### src/rtl/reg_ctx_seq.sv
// Register-context sequencer: walks every general-purpose register once and
// either saves it to data memory or restores it from data memory, one register
// per cycle. Outside a transfer the core's register-file ports pass straight through.
//
// state      | meaning
// -----------+-------------------------------------------------------------
// ST_IDLE    | forward core rf ports, wait for start
// ST_SAVE    | rf[idx] -> mem[base+idx], one register per cycle, core stalled
// ST_RESTORE | mem[base+idx] -> rf[idx], one register per cycle, core stalled
// ST_DONE    | one-cycle done pulse, core ports forwarded again
module reg_ctx_seq #(
   parameter int dw = 8,
   parameter int pw = 2,
   parameter int aw = 8
) (
   input  logic          clk,
   input  logic          reset,
   input  logic          start,
   input  logic          op,
   input  logic [aw-1:0] base_addr,
   output logic          busy,
   output logic          done,
   input  logic [pw-1:0] core_rd_addr,
   input  logic          core_wr_en,
   input  logic [pw-1:0] core_wr_addr,
   input  logic [dw-1:0] core_wr_dat,
   output logic [pw-1:0] rf_rd_addr,
   input  logic [dw-1:0] rf_rd_dat,
   output logic          rf_wr_en,
   output logic [pw-1:0] rf_wr_addr,
   output logic [dw-1:0] rf_wr_dat,
   output logic [aw-1:0] mem_addr,
   output logic          mem_wr_en,
   output logic [dw-1:0] mem_wr_dat,
   input  logic [dw-1:0] mem_rd_dat
);

   typedef enum logic [1:0] {
      ST_IDLE    = 2'd0,
      ST_SAVE    = 2'd1,
      ST_RESTORE = 2'd2,
      ST_DONE    = 2'd3
   } state_t;

   localparam logic [pw-1:0] IDX_LAST = {pw{1'b1}};

   state_t        state_q, state_d;
   logic [pw-1:0] idx_q, idx_d;
   logic          op_q, op_d;
   logic [aw-1:0] base_q, base_d;
   logic [aw-1:0] xfer_addr;

   // idx is zero-extended; the sum wraps modulo 2**aw
   assign xfer_addr = base_q + aw'(idx_q);

   // state, index and latched command registers
   always_ff @(posedge clk or posedge reset) begin
      if (reset) begin
         state_q <= ST_IDLE;
         idx_q   <= '0;
         op_q    <= 1'b0;
         base_q  <= '0;
      end else begin
         state_q <= state_d;
         idx_q   <= idx_d;
         op_q    <= op_d;
         base_q  <= base_d;
      end
   end

   // next-state decode and port muxing between core forwarding and transfers
   always_comb begin
      state_d    = state_q;
      idx_d      = idx_q;
      op_d       = op_q;
      base_d     = base_q;
      busy       = 1'b0;
      done       = 1'b0;
      rf_rd_addr = core_rd_addr;
      rf_wr_en   = core_wr_en;
      rf_wr_addr = core_wr_addr;
      rf_wr_dat  = core_wr_dat;
      mem_addr   = base_q;
      mem_wr_en  = 1'b0;
      mem_wr_dat = '0;

      case (state_q)
         ST_IDLE: begin
            if (start) begin
               op_d    = op;
               base_d  = base_addr;
               idx_d   = '0;
               state_d = op ? ST_RESTORE : ST_SAVE;
            end
         end

         ST_SAVE, ST_RESTORE: begin
            busy     = 1'b1;
            mem_addr = xfer_addr;
            // core requests are dropped, not queued, while the walk owns the ports
            if (!op_q) begin
               rf_rd_addr = idx_q;
               rf_wr_en   = 1'b0;
               mem_wr_en  = 1'b1;
               mem_wr_dat = rf_rd_dat;
            end else begin
               rf_wr_en   = 1'b1;
               rf_wr_addr = idx_q;
               rf_wr_dat  = mem_rd_dat;
            end
            if (idx_q == IDX_LAST) begin
               state_d = ST_DONE;
            end else begin
               idx_d = idx_q + 1'b1;
            end
         end

         ST_DONE: begin
            done    = 1'b1;
            state_d = ST_IDLE;
         end

         default: state_d = ST_IDLE;
      endcase
   end

endmodule

### config.mk
export PLATFORM = sky130hd
export DESIGN_NAME = reg_ctx_seq
export DESIGN_NICKNAME = d
export VERILOG_FILES = /design/src/rtl/reg_ctx_seq.sv
export SDC_FILE = /design/constraint.sdc
export NUM_CORES = 1
export LEC_CHECK = 0
export CAP_MARGIN = 20
export CORE_ASPECT_RATIO = 0.6
export CORE_MARGIN = 1
export CORE_UTILIZATION = 35
export DETAILED_ROUTE_END_ITERATION = 6
export GPL_TIMING_DRIVEN = 0
export PLACE_DENSITY = 0.89
export SLEW_MARGIN = 30
export SYNTH_ARGS = -nofsm -noshare
export SYNTH_HDL_FRONTEND = slang
export SYNTH_SLANG_ARGS = --single-unit
### constraint.sdc
create_clock -name clk -period 3.88 [get_ports clk]
set_clock_uncertainty 0.2 [all_clocks]
set_input_delay 0.388 -clock clk [delete_from_list [all_inputs] [get_ports clk]]
set_output_delay 0.388 -clock clk [all_outputs]
set_load 0.03 [all_outputs]
**After elaboration in Yosys (flattened, before gate mapping)**

Index checks and enable logic that the tools add are counted.

- $add $sub $neg: 2
- Equality and inequality tests: 7
- Muxes and demuxes: 22
- Reductions and logical operators: 6

Operator list:

| kind | number |
|---|---|
| $mux 8 | 5 |
| $mux 2 | 9 |
| $add 8x2->8 | 1 |
| $eq 2x2->1 const B | 3 |
| $mux 1 | 6 |
| $ne 2x2->1 const B | 3 |
| $pmux 2 s3 | 1 |
| $pmux 2 s2 | 1 |
| $reduce_and 2->1 | 2 |
| $reduce_and 3->1 | 1 |
| $add 2x1->2 const B | 1 |
| $eq 2x1->1 const B | 1 |
| $logic_not 2->1 | 1 |
| $reduce_bool 2->1 | 1 |
| $reduce_or 2->1 | 1 |

- Register bits after elaboration: 13
- Input bits: 41
- Output and inout port bits: 32
- Logic and storage cells: 41

**Logic depth before layout (Yosys ltp)**

Gate-level depths: netlist of run 1.

- Depth in word-level cells: 4
- Depth in mapped cells: 6
- Depth with buffers taken out: 5

**Worst setup path before layout of run 1**

OpenSTA, ideal clock, no wires.

- Kind: register -> output
- Start point: register state_q[0]
- End point: output rf_wr_addr[1]
- Arrival time: 1.964 ns
- Data required time: 3.292 ns
- Path slack: 1.328 ns
- Stages on the path, launching flop included: 6
- Path buffers: 1
- Cells stage by stage: dfrtp_1 inv_1 ha_1 nand2_1 buf_2 o21ai_0

- Word-level cells in the longest chain between the ends: 3
- Elaborated cells between the ends (all ways): 4
- Classes of those cells: eq/ne: 2; mux: 1; reduce/logical: 1

Ends and longest elaborated chain:

| item | RTL line | source |
|---|---|---|
| start: declaration | 47 | `state_t state_q, state_d;` |
| start signal: assignment | 64 | `state_q <= state_d;` |
| $eq 2x1->1 or $eq 2x2->1 (tied branches) | 87 | `case (state_q)` |
| $reduce_or 2->1 * | 87 |  |
| $mux 2 * | 87 |  |
| end: declaration | 30 | `output logic [pw-1:0] rf_wr_addr,` |

Every way passes the cells marked *; elsewhere a longest branch is shown, timed or not.

**Worst setup path in the final report of run 1**

- Start point: register idx_q[0]
- End point: output mem_addr[6]

- Word-level cells in the longest chain between the ends: 2

Ends and longest elaborated chain:

| item | RTL line | source |
|---|---|---|
| start: declaration | 48 | `logic [pw-1:0] idx_q, idx_d;` |
| start signal: assignment | 65 | `idx_q <= idx_d;` |
| $add 8x2->8 | 54 | `assign xfer_addr = base_q + aw'(idx_q);` |
| $mux 8 | 87 |  |
| end: declaration | 32 | `output logic [aw-1:0] mem_addr,` |

Every way passes these cells.

==> results of run 1 <==
state kept, by name, summed over array words and instances, names as in the netlist:
name,flops
base_q,8
idx_q,2
op_q,1
state_q,2
cells in the mapped netlist (2+ instances only):
cell type   n  area, sq um
o21ai_0     6         30.0
and2_1      8         50.1
nand3_1     2         10.0
nor2_1      4         15.0
ha_1        6         75.1
nor2b_1     3         18.8
nand2_1     6         22.5
a21oi_1     4         20.0
mux2_2     20          225
xor2_1      5         43.8
nor3b_1     2         15.0
inv_1       8         30.0
nand2b_1    2         12.5
dfrtp_1    13          325
a2bb2oi_1   2         17.5
buf_2       3         15.0
path summary, 6_finish.rpt:
check | start | to | slack, ps | cells past startpoint
setup / recovery | idx_q[0] | mem_addr[6] | 710 | 6
hold / removal | reset | base_q[5] | 280 | 2
setup reg to reg | state_q[0] | idx_q[0] | 2070 | 5
hold reg to reg | op_q | op_q | 340 | 2
max in group asynchronous | reset | base_q[3] | 2860 | 2
min in group clk | op_q | op_q | 340 | 2
through the flow:
step                      hold slack, ps  area [sq um]
after global routing                 351          1830
after global placement               283          1780
after floorplan                     65.0          1020
after detailed placement             313          1780
final                                279          1830
after CTS                            311          1830
cell type report:
type | count | area [sq um] | area share, %
inverter | 8 | 30.0 | 1.64
timing repair buffer | 72 | 721 | 39.5
sequential | 13 | 325 | 17.8
buffer | 3 | 15.0 | 0.822
multi-input combinational | 80 | 649 | 35.6
clock buffer | 4 | 45.0 | 2.47
tap | 32 | 40.0 | 2.19
layer usage:
layer / up-vias / global-route usage [%]
met5: - / 0
met4: 0 / 4.71
met3: 2 / 4.88
met2: 59 / 40.2
met1: 511 / 27.6
li1: 510 / -
where the power goes:
group	internal [mW]	leakage, nW	switching [mW]
sequential	0.209	0.155	0.0750
combinational	0.678	0.596	0.822
clock	0.0724	0.0228	0.0469
cell families after synthesis:
group | synth area share, %
multiplexers | 22.1
AND/OR/NAND/NOR | 17.3
XOR/XNOR | 5.15
flip-flops | 31.9
adder cells (fa/ha/maj) | 9.33
buffers and inverters | 4.42
AO/OA/AOI/OAI | 9.82
worst reg2reg max path: cells and delay by family, from the launching register on:
kind,cells,cell delay (ps)
AOI/OAI and AO/OA,2,380
adders and majority gates,1,400
buffers and inverters,2,340
DFF,1,370
==> results_dict.tcl, run 1 <==
set metrics [dict create \
    status "finished, final reports clean" \
    pre_cts_ws_ps 1010 \
    post_drt_wl_per_cell_um 15.7 \
    ctsHtreeMaxLevel 1 \
    path_clk_slew_ps 60 \
    drv_cap 0 \
    crit_path_top_delay_cell "clkdlybuf4s50_1" \
    slew_viol_final 0 \
    m1WireLength_mm 1.41 \
    async_reset_ff_share_pct 100 \
    fp.dieH_um 43.8 \
    crit_arrival_ps 2580 \
    final_net_count 229 \
    cts_tree "yes" \
    finalHoldViolations 0 \
    fin_cells 212 \
    ios 73 \
    placeableCoreArea_sq_um 2630 \
    powerDensity_nw_per_um2 1040 \
    antenna_found_initial 0 \
    crit_type "reg -> out" \
    die_area_sq_um 3140 \
    wl_met2_mm 1.63 \
    num-fill-cells 184 \
    synth_nets 152 \
    cp-start-kind "flip-flop" \
    final_common_cell "clkdlybuf4s50_1" \
    grt_pass1_vias 1089 \
    post-cts-setup-buffers 0 \
    grt_max_degree 14 \
    rsz0062_at_grt "false" \
    post_cts_resized 0 \
    min_path_type "in -> async" \
    num_rows 14 \
    clock-sinks 13 \
    synth-edff-count 0 \
    highest-signal-layer "met4" \
    die_w_um 71.7 \
    firstDrtPassIters 4 \
    vdd_drop_max_mv 0.485 \
    max_slew_margin_pct 66.5 \
    track_usage_pct 22.2 \
    wirelength_mm 3.32 \
    port_buffers 72 \
    ys_warn_count 0 \
    crit_required_ps 3290 \
    setup_slack_ps 712 \
    ant_nets 0 \
    drive_above_1_share_pct 15.0 \
    cts-root-buf "clkbuf_8" \
    total_power_mw 1.90 \
    grt_pass1_wl_mm 5.34 \
    vias_per_cell 5.10 \
    drt_iter0_markers 39 \
    layout_common_cells "clkdlybuf4s50_1 (72), mux2_2 (20), dfrtp_1 (13)" \
    crit_buf_inv 2 \
    overflow 0 \
    post-route-util_pct 69.5 \
    syn_area_sq_um 1020 \
    cpPeakStageDelay_ps 690 \
    num_antenna_cells 0 \
    crit_fanout 7 \
    path_cells "ha_1 > inv_1 > fa_1 > nor3b_1 > xor2_1 > clkdlybuf4s50_1" \
    crit_family "buffers and inverters" \
    vias 1082 \
    place_hpwl_mm 2.69 \
    hold_buffers 0 \
    numCtsBuffers 3 \
    syn_area_per_cell_sq_um 9.81 \
    max_slew.worst_pin.slew_ps 502 \
    insertion_delay_ps 240 \
    fin_tns_setup_ps 0 \
    place_inst 208 \
    areaGrowthSynthToFinish_pct 79.0 \
    gp_congestion 0.811 \
    fin_crit_ps 3170 \
    postSynthCellCount 104 \
    synth.ff_latch_count 13 \
    cts_max_path_buffers 2 \
    drc 0 \
    critical_path.endpoint_type "output pin" \
    initial_core_util_pct 38.8 \
    ys.flop_type "dfrtp_1" \
    timing.fmax_mhz 316 \
    synth_seq_area_share_pct 31.9 \
    wl_met3_um 263 \
    fin_crit_sh_pct 81.6 \
    setup-violations-final 0 \
    ys_types 26 \
    leakagePower_nw 0.774 \
]
(Power assumes the default switching activity.)
==> inputs of run 2 (changes only) <==
- CORE_UTILIZATION: 35 -> 31
- PLACE_DENSITY: 0.89 -> 0.84
- clock period: 3.88 -> 2.87 ns (I/O delays scaled with it)
==> results_dict.tcl, run 2 (same netlist as run 1, synthesis figures left out) <==
set metrics [dict create \
    status "finished, final reports clean" \
    die_w_um 76.0 \
    setup-violations-final 0 \
    num_rows 15 \
    powerDensity_nw_per_um2 1340 \
    areaGrowthSynthToFinish_pct 81.7 \
    fin_crit_sh_pct 95.6 \
    vdd_drop_max_mv 0.651 \
    port_buffers 72 \
    clock-sinks 13 \
    reg_top3 "base_q (8), idx_q (2), state_q (2)" \
    crit_arrival_ps 2260 \
    crit_fanout 7 \
    drc 0 \
    total_power_mw 2.48 \
    fin_cells 222 \
    leakagePower_nw 0.954 \
    regMostFlops "base_q" \
    initial_core_util_pct 34.0 \
    vias_per_cell 4.74 \
    largest_reg_flops 8 \
    max_slew_margin_pct 67.8 \
    track_usage_pct 18.9 \
    layout_common_cells "clkdlybuf4s50_1 (48), mux2_2 (20), dfrtp_1 (13)" \
    numCtsBuffers 3 \
    slew_viol_final 0 \
    drv_cap 0 \
    grt_max_degree 14 \
    max_slew.worst_pin.slew_ps 483 \
    placeableCoreArea_sq_um 3000 \
    insertion_delay_ps 240 \
    ctsHtreeMaxLevel 1 \
    critical_path.endpoint_type "output pin" \
    overflow 0 \
    post_drt_wl_per_cell_um 14.8 \
    cp-start-kind "flip-flop" \
    post-route-util_pct 61.7 \
    grt_pass1_wl_mm 5.05 \
    fp.dieH_um 46.4 \
    drive_above_1_share_pct 15.0 \
    place_hpwl_mm 2.70 \
    finalHoldViolations 0 \
    firstDrtPassIters 4 \
    final_common_cell "clkdlybuf4s50_1" \
    fin_tns_setup_ps 0 \
    ios 73 \
    crit_type "reg -> out" \
    drt_iter0_markers 28 \
    fin_crit_ps 2740 \
    timing.fmax_mhz 364 \
    num_antenna_cells 0 \
    hold_buffers 0 \
    cts-root-buf "clkbuf_8" \
    cts_tree "yes" \
    die_area_sq_um 3530 \
    place_inst 218 \
    path_clk_slew_ps 50 \
    gp_congestion 0.805 \
    min_path_type "in -> async" \
    final_net_count 229 \
    cts_max_path_buffers 2 \
    crit_required_ps 2380 \
    antenna_found_initial 0 \
    wirelength_mm 3.28 \
    rsz0062_at_grt "false" \
    vias 1053 \
    ant_nets 0 \
    post-cts-setup-buffers 0 \
    grt_pass1_vias 1049 \
]
## run 2: where the power goes
part / internal [mW] / switching (mW) / leakage (nW)
clock network: 0.0981 / 0.0639 / 0.0228
registers: 0.282 / 0.0930 / 0.155
logic: 0.842 / 1.10 / 0.776
total: 1.22 / 1.26 / 0.954
## run 2: final timing paths
kind                            depth (start not counted)     endpoint  slack [ps]  startpoint
worst max-delay path                                    6  mem_addr[6]         130    idx_q[0]
worst min-delay path                                    2   state_q[1]         170       reset
worst max register to register                          5     idx_q[1]        1110  state_q[1]
worst min register to register                          1    base_q[7]         330   base_q[7]
max in group asynchronous                               2    base_q[6]        1980       reset
min in group clk                                        1    base_q[7]         330   base_q[7]
## run 2: cell type report
class,count,area (sq um)
Inverter,8,30.0
Fill cell,255,1150
Clock buffer,4,45.0
Tap cell,42,52.6
Multi-Input combinational cell,80,649
Timing Repair Buffer,72,736
Buffer,3,15.0
Sequential cell,13,325
## run 2: what timing repair did
item                                    4_1_cts  5_1_grt
pin swaps                                     0        0
gates cloned                                  0        0
resized for setup                            12       12
endpoints found under the setup margin       12       12
## run 2: per-stage QoR
stage	area (sq um)	setup slack, ps	hold WS (ps)
detailed placement	1790	110	321
global route	1850	0.131	221
floorplan	1020	419	-36.0
finish	1850	126	166
CTS	1820	29.6	182
global placement	1790	167	295
## run 2: worst max-delay path: stages, from the launching register on
cell	delay, ps
dfrtp_1	470
ha_1	210
inv_1	60
fa_1	410
nor3b_1	290
xor2_1	160
dlygate4sd2_1	410
## run 2: metal layers
| metal | GRT usage (%) | wire length (um) |
|---|---|---|
| met1 | 23.1 | 1450 |
| met2 | 34.4 | 1610 |
| met3 | 4.55 | 186 |
| met4 | 5.38 | 30 |
| met5 | 0 | 0 |
